File: config.mk
export PLATFORM = sky130hd
export DESIGN_NAME = count8_down
export DESIGN_NICKNAME = d
export VERILOG_FILES = /design/src/rtl/count8_down.sv
export SDC_FILE = /design/constraint.sdc
export NUM_CORES = 1
export LEC_CHECK = 0
export CAP_MARGIN = 20
export CORE_MARGIN = 10
export CORE_UTILIZATION = 44
export CTS_BUF_LIST = sky130_fd_sc_hd__clkbuf_4
export CTS_CLUSTER_SIZE = 40
export DETAILED_ROUTE_END_ITERATION = 6
export HOLD_SLACK_MARGIN = 0.05
export PLACE_DENSITY = 0.71
export SYNTH_ARGS = -nofsm -noshare
export SYNTH_HDL_FRONTEND = slang
export SYNTH_SLANG_ARGS = --single-unit
File: constraint.sdc
create_clock -name clk -period 2.2 [get_ports clk]
set_input_delay 0.33 -clock clk [delete_from_list [all_inputs] [get_ports clk]]
set_output_delay 0.33 -clock clk [all_outputs]
set_load 0.1 [all_outputs]
File: src/rtl/count8_down.sv
// rtl/count8_down.sv - loadable down counter with terminal-count pulse and optional periodic reload
// Load has priority over counting; expiry either parks at zero or reloads the last loaded value.
module count8_down #(
    parameter int WIDTH = 8
) (
    input  logic             clk,
    input  logic             reset,
    input  logic             load,
    input  logic [WIDTH-1:0] D,
    input  logic             en,
    input  logic             auto_reload,
    output logic [WIDTH-1:0] Q,
    output logic             zero,
    output logic             tc,
    output logic             busy
);

    localparam logic [WIDTH-1:0] ZERO_V = '0;
    localparam logic [WIDTH-1:0] ONE_V  = {{(WIDTH-1){1'b0}}, 1'b1};

    logic [WIDTH-1:0] r_q;
    logic [WIDTH-1:0] r_r;
    logic             r_busy;
    logic             r_tc;

    logic [WIDTH-1:0] w_q_nxt;
    logic [WIDTH-1:0] w_r_nxt;
    logic             w_busy_nxt;
    logic             w_tc_nxt;
    logic             w_step;
    logic             w_expire;

    // busy guarantees r_q >= 1, so a step either decrements or expires.
    assign w_step   = en && r_busy;
    assign w_expire = (r_q == ONE_V);

    always_comb begin
        w_q_nxt    = r_q;
        w_r_nxt    = r_r;
        w_busy_nxt = r_busy;
        w_tc_nxt   = 1'b0;
        if (load) begin
            w_q_nxt    = D;
            w_r_nxt    = D;
            w_busy_nxt = (D != ZERO_V);
        end else if (w_step) begin
            if (w_expire) begin
                w_tc_nxt = 1'b1;
                if (auto_reload) begin
                    w_q_nxt = r_r;
                end else begin
                    w_q_nxt    = ZERO_V;
                    w_busy_nxt = 1'b0;
                end
            end else begin
                w_q_nxt = r_q - ONE_V;
            end
        end
    end

    always_ff @(posedge clk) begin
        if (reset) begin
            r_q    <= ZERO_V;
            r_r    <= ZERO_V;
            r_busy <= 1'b0;
            r_tc   <= 1'b0;
        end else begin
            r_q    <= w_q_nxt;
            r_r    <= w_r_nxt;
            r_busy <= w_busy_nxt;
            r_tc   <= w_tc_nxt;
        end
    end

    assign Q    = r_q;
    assign zero = (r_q == ZERO_V);
    assign tc   = r_tc;
    assign busy = r_busy;

endmodule

==> flow_summary.yaml, run 1 <==
global_routing:
  grt_first_pass_wirelength_mm: 4.71
  grt_max_degree: 18
  grt_usage_pct: 11.5
  overflow: 0
  antenna_found_initial: 0
  grt_pass1_vias: 1020
power:
  seqPwrFrac_pct: 44.3
  leakage_nw: 0.502
  p_sw_share_pct: 38.3
  cellPowerDensity_nw_per_um2: 647
  clockPowerShare_pct: 18.9
  power.internal_w: 0.000523
  p_switching_w: 0.000325
  max-vdd-ir-drop_mv: 0.438
  pwr-share-comb_pct: 36.8
placed_design:
  post-place-ws_ns: 0.234
  hpwl_mm: 2.24
  place.gp.congestion: 0.929
  place.port_buffers: 23
logic_synthesis:
  synth.top_cells.by_count: "18 x dfxtp_1, 12 x a21oi_1, 12 x nor2_1"
  yosysUniqueCellTypes: 46
  synthesis.nets: 141
  synth.most_common_cell: "dfxtp_1"
  synth_warnings: 0
  synth_cells: 125
  synth_edf_count: 0
  synthArstFlopShare_pct: 0
  ys_ff_latch: 18
  synthFlopType: "dfxtp_1"
  avgSynthCellArea_um2: 8.51
  synth_area_um2: 1060
  yosys-top-cells-area: "dfxtp_1 34%, a21oi_1 5.6%, nor2_1 4.2%"
  yosysTopAreaCell: "dfxtp_1"
  synth_top_area_share_pct: 33.9
  ys_seq_area_share_pct: 33.9
timing:
  tightest_slew_ns: 0.534
  setup_violations: 0
  fin_skew_ns: 0.00679
  max_freq_ghz: 0.495
  rsz0062_at_grt: "no"
  holdWs_ns: 0.479
  slew-limit-headroom_pct: 64.0
  fin_crit_sh_pct: 91.8
  final-hold-violation-count: 0
  finalWorstSetupSlack_ns: 0.181
  finalMaxSlewViolations: 0
  period_needed_ns: 2.02
route:
  drtIter0Drc: 45
  avgRoutedWirePerCell_um: 16.3
  ant_nets: 0
  routed_wl_mm: 2.84
  drcViolationCount: 0
  first_pass_iters: 4
  vias: 1040
  vias_per_cell: 5.98
clock_network:
  clock_sinks: 18
  cts-hold-fix-buffers: 0
  clk_latency_ns: 0.30
  htreeDepth: 1
  numCtsBuffers: 3
  cts.path.max_buffers: 2
  clkTransAtPathRegs_ns: 0.10
  cts_resized: 0
  root_buffer: "clkbuf_4"
  cts_tree: "built"
  cts_setup_buffers: 0
critical_path:
  worstPathMaxFanout: 6
  worstSetupPathType: "flip-flop to flip-flop"
  end_kind: "flip-flop"
  cp-start-kind: "flip-flop"
  timing.rr.start: "Q[1]"
  rrSetupSlack_ns: 0.18
  critPathLaunch: "Q[1]"
  setup.worst_path.end: "Q[7]"
  reg2reg_to: "Q[7]"
  required_ns: 2.43
  r2r_cells: 6
  critical_path_arrival_ns: 2.25
floorplanning:
  coreArea_um2: 2250
  die_area_um2: 4780
  num_rows: 17
  io_pins: 24
  die_y_um: 69.2
  initial_core_util_pct: 47.2
  die_w_um: 69.2
flow_run:
  drv_cap: 0
layout:
  drive_gt1_share_pct: 20.5
  utilization_pct: 58.1
  nNetsFinal: 164
  num_antenna_cells: 0
  area_delta_synth_final_pct: 23.2
run_status:
  status: "finished clean"
min_path:
  worstHoldPathCells: 2
  hp-class: "flip-flop to flip-flop"
==> stage by stage <==
stage	TNS (ns)	cells	total power, W	cell area, um^2
floorplan	-0.0480	125	0.000606	1070
global placement	0	171	0.000688	1290
detailed placement	0	171	0.000692	1290
CTS	0	174	0.000855	1310
global route	0	174	0.000893	1310
finish	0	174	0.000847	1310
==> cells by family (layout without fill, tap and decap cells) <==
group                    after synthesis  count (layout)  synth area share, %
AND/OR/NAND/NOR                       50              50                 25.9
AO/OA/AOI/OAI                         36              36                 23.6
flip-flops                            18              18                 33.9
buffers and inverters                 13              34                 8.35
multiplexers                           4               4                 3.88
adder cells (fa/ha/maj)                3               3                 3.53
XOR/XNOR                               1               1                0.824
==> state kept, by name (all words and copies together) (netlist names) <==
name,count
r_r,8
Q,8
busy,1
tc,1
==> cell usage in the layout (no fill, tap or decap), types with 2 or more instances in the layout <==
cell type,instances
or3b_2,2
dfxtp_1,14
nor4_1,2
nor3_1,3
o31ai_1,2
nand2b_1,7
dfxtp_2,4
buf_4,16
mux2i_1,3
nand2_1,10
a31oi_1,2
a311oi_1,3
ha_1,3
a21oi_1,12
nor3b_1,2
clkdlybuf4s50_1,12
clkbuf_4,3
o32ai_1,3
a211oi_1,2
a41oi_1,2
nor2_1,12
o21ai_0,2
inv_1,2
==> area by class of cell <==
cell class                      count  area [um^2]
Clock buffer                        3         22.5
Fill cell                         227          945
Inverter                            2         7.51
Multi-Input combinational cell     94          619
Sequential cell                    18          365
Tap cell                           28         35.0
Timing Repair Buffer               29          260
==> routing by layer <==
metal / wire length [um] / GRT usage (%) / vias to the layer above / part of all wire (%)
li1: - / - / 509 / -
met1: 1330 / 14.0 / 481 / 47
met2: 1270 / 17.6 / 44 / 45
met3: 159 / 3.14 / 6 / 5.6
met4: 70 / 6.65 / 0 / 2.5
met5: 0 / 0 / - / 0
==> critical path, stage by stage (launching register included) <==
cell	delay (ns)
dfxtp_2	0.36
inv_1	0.10
ha_1	0.14
nor3b_1	0.32
mux2_2	0.37
or4_1	0.47
a31oi_1	0.18
==> power groups by stage <==
stage | logic [W] | clock network [W] | registers, W
floorplan | 0.000146 | 0 | 0.000460
global placement | 0.000308 | 0 | 0.000380
detailed placement | 0.000311 | 0 | 0.000382
CTS | 0.000312 | 0.000169 | 0.000374
global route | 0.000332 | 0.000182 | 0.000379
finish | 0.000312 | 0.000160 | 0.000375
==> how the worst min path moves through the flow <==
| stage | from | end | slack (ns) |
|---|---|---|---|
| after global placement | r_r[7] | r_r[7] | 0.46 |
| after CTS | r_r[7] | r_r[7] | 0.48 |
| after detailed placement | r_r[7] | r_r[7] | 0.46 |
| final | r_r[7] | r_r[7] | 0.48 |
| after global routing | r_r[7] | r_r[7] | 0.51 |
| after floorplan | r_r[4] | r_r[4] | 0.45 |
Note: power is estimated with default switching activity, not from simulation.
==> inputs of run 2 (changes only) <==
Settings changed: CELL_PAD_IN_SITES_DETAIL_PLACEMENT from default to 0, CELL_PAD_IN_SITES_GLOBAL_PLACEMENT from default to 2, CORE_UTILIZATION 44 to 30, CTS_CLUSTER_SIZE 40 to default, PLACE_DENSITY 0.71 to default, PLACE_DENSITY_LB_ADDON from default to 0.1, SKIP_LAST_GASP from default to 1.
==> flow_summary.yaml, run 2 (synthesis gave the netlist of run 1 again) <==
global_routing:
  grt_pass1_vias: 1003
  grt_first_pass_wirelength_mm: 5.14
  overflow: 0
  grt_usage_pct: 10.1
  antenna_found_initial: 0
  grt_max_degree: 19
timing:
  finalWorstSetupSlack_ns: 0.259
  fin_skew_ns: 0.00699
  fin_crit_sh_pct: 88.2
  finalMaxSlewViolations: 0
  rsz0062_at_grt: "no"
  tightest_slew_ns: 0.452
  final-hold-violation-count: 0
  setup_violations: 0
  period_needed_ns: 1.94
  fin_tns_setup_ns: 0
  max_freq_ghz: 0.515
  slew-limit-headroom_pct: 69.8
floorplanning:
  coreArea_um2: 3390
  die_w_um: 79.5
  die_y_um: 79.5
  initial_core_util_pct: 31.4
  die_area_um2: 6330
  num_rows: 21
  io_pins: 24
clock_network:
  cts_tree: "built"
  numCtsBuffers: 3
  clock_sinks: 18
  htreeDepth: 1
  root_buffer: "clkbuf_4"
  cts_setup_buffers: 0
  cts.path.max_buffers: 2
  clk_latency_ns: 0.30
  cts_resized: 0
  clkTransAtPathRegs_ns: 0.11
  cts-hold-fix-buffers: 0
layout:
  area_delta_synth_final_pct: 26.4
  final_common_cell: "buf_4"
  nNetsFinal: 165
  num_antenna_cells: 0
  drive_gt1_share_pct: 20.9
  most-common-layout-cells: "17 x buf_4, 14 x dfxtp_1, 12 x nor2_1, 12 x a21oi_1, 12 x clkdlybuf4s50_1"
  fin_area_um2: 1340
min_path:
  worstHoldPathCells: 2
  hp-class: "flip-flop to flip-flop"
placed_design:
  hpwl_mm: 2.39
  place_area_um2: 1320
  place.port_buffers: 23
  post-place-ws_ns: 0.284
  place.gp.congestion: 0.767
route:
  drtIter0Drc: 86
  first_pass_iters: 4
  ant_nets: 0
  vias: 1004
  routed_wl_mm: 3.09
  avgRoutedWirePerCell_um: 15.9
  vias_per_cell: 5.18
  drcViolationCount: 0
critical_path:
  worstPathMaxFanout: 10
  cpMaxStageDelayCell: "dfxtp_2"
  cp-start-kind: "flip-flop"
  worstSetupPathType: "flip-flop to flip-flop"
  required_ns: 2.40
  slowest_delay_ns: 0.37
  critical_path_arrival_ns: 2.14
  r2r_cells: 7
  end_kind: "flip-flop"
  worstPathCellList: "inv_1 -> ha_1 -> nor3b_1 -> buf_4 -> and2_0 -> a311oi_1 -> o32ai_1"
power:
  clockPowerShare_pct: 20.4
  p_switching_w: 0.000340
  pwr-share-comb_pct: 36.5
  seqPwrFrac_pct: 43.2
  cellPowerDensity_nw_per_um2: 645
  leakage_nw: 0.509
  p_sw_share_pct: 39.2
  power.internal_w: 0.000526
  max-vdd-ir-drop_mv: 0.208
flow_run:
  drv_cap: 0
run_status:
  status: "finished clean"
## run 2: final timing paths
| check | endpoint | start | slack, ns |
|---|---|---|---|
| max | Q[3] | Q[1] | 0.26 |
| min | r_r[2] | r_r[2] | 0.49 |
| max reg2reg | Q[3] | Q[1] | 0.26 |
| min reg2reg | r_r[2] | r_r[2] | 0.49 |
## run 2: through the flow
stage	util (%)	cells	power [W]	hold slack, ns
final	39.6	194	0.000866	0.491
after global routing	39.6	194	0.000922	0.514
after floorplan	-	125	0.000606	0.446
after detailed placement	38.9	190	0.000698	0.471
after global placement	38.9	190	0.000699	0.461
after CTS	39.6	194	0.000878	0.491
## run 2: cell type report
cell class | count | area [um^2]
clock inverters | 1 | 3.75
repair buffers | 30 | 268
well taps | 46 | 57.6
fillers | 373 | 2050
multi-input cells | 94 | 619
inverters | 2 | 7.51
flip-flops and latches | 18 | 365
clock buffers | 3 | 22.5
## run 2: power groups by stage
stage          clock network, W  logic, W  registers [W]
6_report               0.000176  0.000316       0.000374
2_1_floorplan                 0  0.000146       0.000460
4_1_cts                0.000186  0.000318       0.000374
3_5_place_dp                  0  0.000317       0.000382
5_1_grt                0.000206  0.000338       0.000378
3_3_place_gp                  0  0.000318       0.000380
## run 2: critical path, delay by kind of cell (launching register included)
family | cells | cell delay (ns)
adders and majority gates | 1 | 0.14
buffers and inverters | 2 | 0.33
and+or+nand+nor | 2 | 0.59
AOI/OAI and AO/OA | 2 | 0.41
DFF | 1 | 0.37
## run 2: layer usage
metal  vias to the layer above  track usage (%)  wire length [um]
met4                         0             2.69                19
met5                         -                0                 0
met1                       458             14.1              1500
li1                        511                -                 -
met3                         2             3.15               250
met2                        33             14.3              1320
